`config.mk`:
```
export PLATFORM = sky130hd
export DESIGN_NAME = lfsr_step
export DESIGN_NICKNAME = d
export VERILOG_FILES = /design/src/rtl/lfsr_pkg.sv /design/src/rtl/lfsr_step.sv
export SDC_FILE = /design/constraint.sdc
export NUM_CORES = 1
export LEC_CHECK = 0
export BUFFER_PORTS_ARGS = -buffer_cell sky130_fd_sc_hd__buf_2
export CORE_AREA = 2 2 39 41
export DETAILED_ROUTE_END_ITERATION = 12
export DIE_AREA = 0 0 41 43
export GPL_TIMING_DRIVEN = 0
export PLACE_DENSITY = 0.38
export REMOVE_ABC_BUFFERS = 1
export SETUP_SLACK_MARGIN = 0.3
export SLEW_MARGIN = 20
export SYNTH_ARGS = -nofsm -noshare
export SYNTH_HDL_FRONTEND = slang
export SYNTH_SLANG_ARGS = --single-unit
```
`constraint.sdc`:
```
create_clock -name vclk -period 2
set_clock_uncertainty 0.05 [all_clocks]
set_input_delay 0.2 -clock vclk [all_inputs]
set_output_delay 0.2 -clock vclk [all_outputs]
set_load 0.02 [all_outputs]
```
`src/rtl/lfsr_pkg.sv`:
```
// Shared constants and types for the LFSR stream checker and its generator.
// Holds the default tap mask, reference seed and checker state encoding.
package lfsr_pkg;

  localparam int          LFSR_W           = 8;
  localparam logic [7:0]  TAP_MASK_DEFAULT = 8'b1000_1110;
  localparam logic [7:0]  REF_SEED         = 8'hBD;

  typedef enum logic [1:0] {
    ST_IDLE   = 2'd0,
    ST_HUNT   = 2'd1,
    ST_LOCKED = 2'd2
  } chk_state_e;

  function automatic logic [7:0] sat_inc8(input logic [7:0] v);
    return (v == 8'hFF) ? v : v + 8'd1;
  endfunction

endpackage

```
`src/rtl/lfsr_step.sv`:
```
// Combinational many-to-one LFSR step: shift left, feedback = XOR of masked bits.
// Shared by the checker (sample and flywheel paths) and the generator.
module lfsr_step
  import lfsr_pkg::*;
(
  input  logic [LFSR_W-1:0] cur,
  input  logic [LFSR_W-1:0] mask,
  output logic [LFSR_W-1:0] next_val
);

  always_comb begin
    next_val = {cur[LFSR_W-2:0], ^(cur & mask)};
  end

endmodule

```
## Word level (Yosys, flattened, before mapping)

Cells that the tools add are included.

| word-level totals | value |
|---|---|
| register bits | 0 |
| word-level logic and storage cells | 2 |
| input port bits | 16 |
| output and inout port bits | 8 |

| cells by class | value |
|---|---|
| bitwise gates (word level) | 1 |
| reductions and logical operators | 1 |

Operator list:

| operator | number |
|---|---|
| 8-bit bitwise AND | 1 |
| 8-bit XOR reduction | 1 |

## Depth between registers and ports, before layout

| depth | value |
|---|---|
| depth after elaboration | 2 |
| gate-level depth with buffers | 4 |
| depth with buffers taken out | 4 |

## Least setup slack after synthesis

OpenSTA, ideal clock, no wires.

| path | value |
|---|---|
| path type | input port to output port |
| start | in cur[3] |
| end | out next_val[0] |
| path buffers | 0 |
| arrival time | 923 ps |
| stages | 4 |
| required time | 1750 ps |
| path slack | 827 ps |
| cell sequence | nand2_1 xor2_1 xnor2_1 xnor2_1 |

| on the way | value |
|---|---|
| cells in the longest elaborated chain, start to end | 2 |

RTL lines:

| item | RTL line | text |
|---|---|---|
| start: declaration | lfsr_step.sv:6 | `input logic [LFSR_W-1:0] cur,` |
| 8-bit bitwise AND | lfsr_step.sv:12 | `next_val = {cur[LFSR_W-2:0], ^(cur & mask)};` |
| 8-bit XOR reduction | lfsr_step.sv:12 |  |
| end: declaration | lfsr_step.sv:8 | `output logic [LFSR_W-1:0] next_val` |

Every way passes these cells.

## Worst setup path in the final report

| path | value |
|---|---|
| start | in cur[2] |
| end | out next_val[0] |

The elaborated chain is that of the path after synthesis.

==> impl_summary.log <==
[metrics] post-detailed-placement cell area: 231 um2
[metrics] Overflow after GRT: 0
[metrics] Layout Nets: 57
[metrics] antenna cells: 0
[metrics] Final min period: 1.24 ns
[metrics] min-delay worst type: input port to output port
[metrics] sequential cell area: 0 um2
[metrics] overall track demand over capacity in global routing: 0.0310
[metrics] sequential power share: 0
[metrics] Largest stage delay, worst path: 0.18 ns
[metrics] core region area: 1380 um2
[metrics] cells along the critical path: buf_2, nand2_1, xor2_1, xnor2_1, xnor2_1, buf_2
[metrics] vias in the first global route: 121
[metrics] kind of cell adding the most delay to the critical path: XOR/XNOR gates
[metrics] number of distinct library cells after synthesis: 4
[metrics] maximum capacitance violations: 0
[metrics] global placement routability congestion: 0.521
[metrics] row count: 14
[metrics] share of layout cells above drive strength 1: 0.615
[metrics] proportion of power drawn by the clock network: 0
[metrics] Total Neg Setup Slack: 0 ns
[metrics] critical path capture point type: output port
[metrics] number of sequential cells in the layout: 0
[metrics] Critical Path RT: 1.75 ns
[metrics] crit share post-route: 0.622
[metrics] Critical Setup Path Class: input port to output port
[metrics] count of clock-net buffers in the final layout: 0
[metrics] register area share after synthesis: 0
[metrics] number of nets with antenna violations after detailed routing: 0
[metrics] Worst Tran Pin Value: 0.179 ns
[metrics] routed len/inst: 5.58 um
[metrics] leakage power: 0.129 nW
[metrics] Ys Warns: 0
[metrics] switching fraction of total power: 0.527
[metrics] Initial Util: 0.104
[metrics] Setup WS post-layout: 0.756 ns
[metrics] count of mapped cells out of synthesis: 22
[metrics] cell area after layout: 231 um2
[metrics] final HPWL from detailed placement: 302 um
[metrics] number of buffers inserted for hold repair after clock tree synthesis: 0
[metrics] number of antenna violations at the first check in global routing: 0
[metrics] data arrival time at the worst-slack endpoint: 0.99 ns
[metrics] net switching component of the power: 0.0421 mW
[metrics] pin count of the biggest net entering global routing: 3
[metrics] launch point of the critical path: cur[2]
[metrics] Die Width: 41 um
[metrics] critical-path cell with the highest stage delay: buf_2
[metrics] Placed Cells: 55
[metrics] detailed router's first-iteration violation count: 0
[metrics] number of detailed-route iterations in the first pass: 1
[metrics] number of failing hold endpoints at the final stage: 0
[metrics] Vert. Die Dim: 43 um
[metrics] top-level I/O count: 24
[metrics] number of pins with negative max-slew slack in the final report: 0
[metrics] proportion of power drawn by combinational gates: 1.000
[metrics] area growth from synthesis to final layout: 60.9%
[metrics] final wirelength: 307 um
[metrics] via total after detailed routing: 174
[metrics] outcome: finished, final reports clean
[metrics] post-route insts no fill: 55
[metrics] post-placement setup slack: 0.729 ns
[metrics] first-pass GRT wire length: 414 um
[metrics] IR Drop Worst-Case VDD: 0.0000656 V
[metrics] Slew Limit Headroom: 0.880
[metrics] synthesized area divided by synthesized cell count: 6.54 um2
[metrics] DR DRC count: 0
[metrics] combined buffer and inverter count along the critical path: 2
[metrics] number of gates resized after cts: 0
[metrics] setup repair bufs after CTS: 0
[metrics] cell internal power dissipation: 0.0378 mW
[metrics] startpoint of the lowest-slack hold path: cur[5]
[metrics] Critical Path Fanout Max: 2
[metrics] number of fill cells: 157
[metrics] count of input and output buffers: 24
[metrics] setup repair after global routing missed its margin: false
[metrics] power density over the cells: 345 nW/um2
[metrics] vias per cell: 3.16
[metrics] Achievable Freq: 804 MHz
[metrics] Total Die Area: 1760 um2
[metrics] Post-Syn Area: 144 um2
[metrics] final setup violation count: 0
[metrics] CP startpoint kind: input port
[metrics] Worst Hold Slack: 0.582 ns
==> metrics by stage <==
stage                     power, mW  utilization
after detailed placement     0.0814        0.167
after global routing         0.0885        0.167
after floorplan              0.0387            -
after global placement       0.0812        0.167
final                        0.0799        0.167
after CTS                    0.0815        0.167
==> routing by layer <==
layer / vias to the layer above / GRT usage / routed length, um / part of all wire
met3: 0 / 0 / 28 / 0.091
met1: 72 / 0.0348 / 113 / 0.37
met2: 9 / 0.0625 / 165 / 0.54
met5: - / 0 / 0 / 0
met4: 0 / 0 / 0 / 0
li1: 93 / - / - / -
==> power groups by stage <==
stage               Sequential, mW  Clock (mW)  Combinational [mW]
global placement                 0           0              0.0812
CTS                              0           0              0.0815
finish                           0           0              0.0799
global route                     0           0              0.0885
floorplan                        0           0              0.0387
detailed placement               0           0              0.0814
==> final timing paths <==
path | endpoint | slack, ns | cells past startpoint
worst max-delay path | next_val[0] | 0.76 | 6
worst min-delay path | next_val[6] | 0.58 | 2
==> cells in the mapped netlist, drive strengths merged <==
master  n  area [um2]
xor2    1        8.76
nand2   8        30.0
buf     7        52.6
xnor2   6        52.6
==> cells by family after synthesis <==
logic type	share of synthesized area
XOR/XNOR	0.426
buffers and inverters	0.365
AND/OR/NAND/NOR	0.209
==> cell usage in the layout (no fill, tap or decap), drive strengths merged <==
cell type,n
buf,24
nand2,8
xnor2,6
xor2,1
==> layout make-up <==
class                      count  area (um2)  share of cell area
timing repair buffer          24         120               0.519
multi-input combinational     15        91.3               0.395
tap                           16        20.0              0.0865
Note: power is estimated with default switching activity, not from simulation.
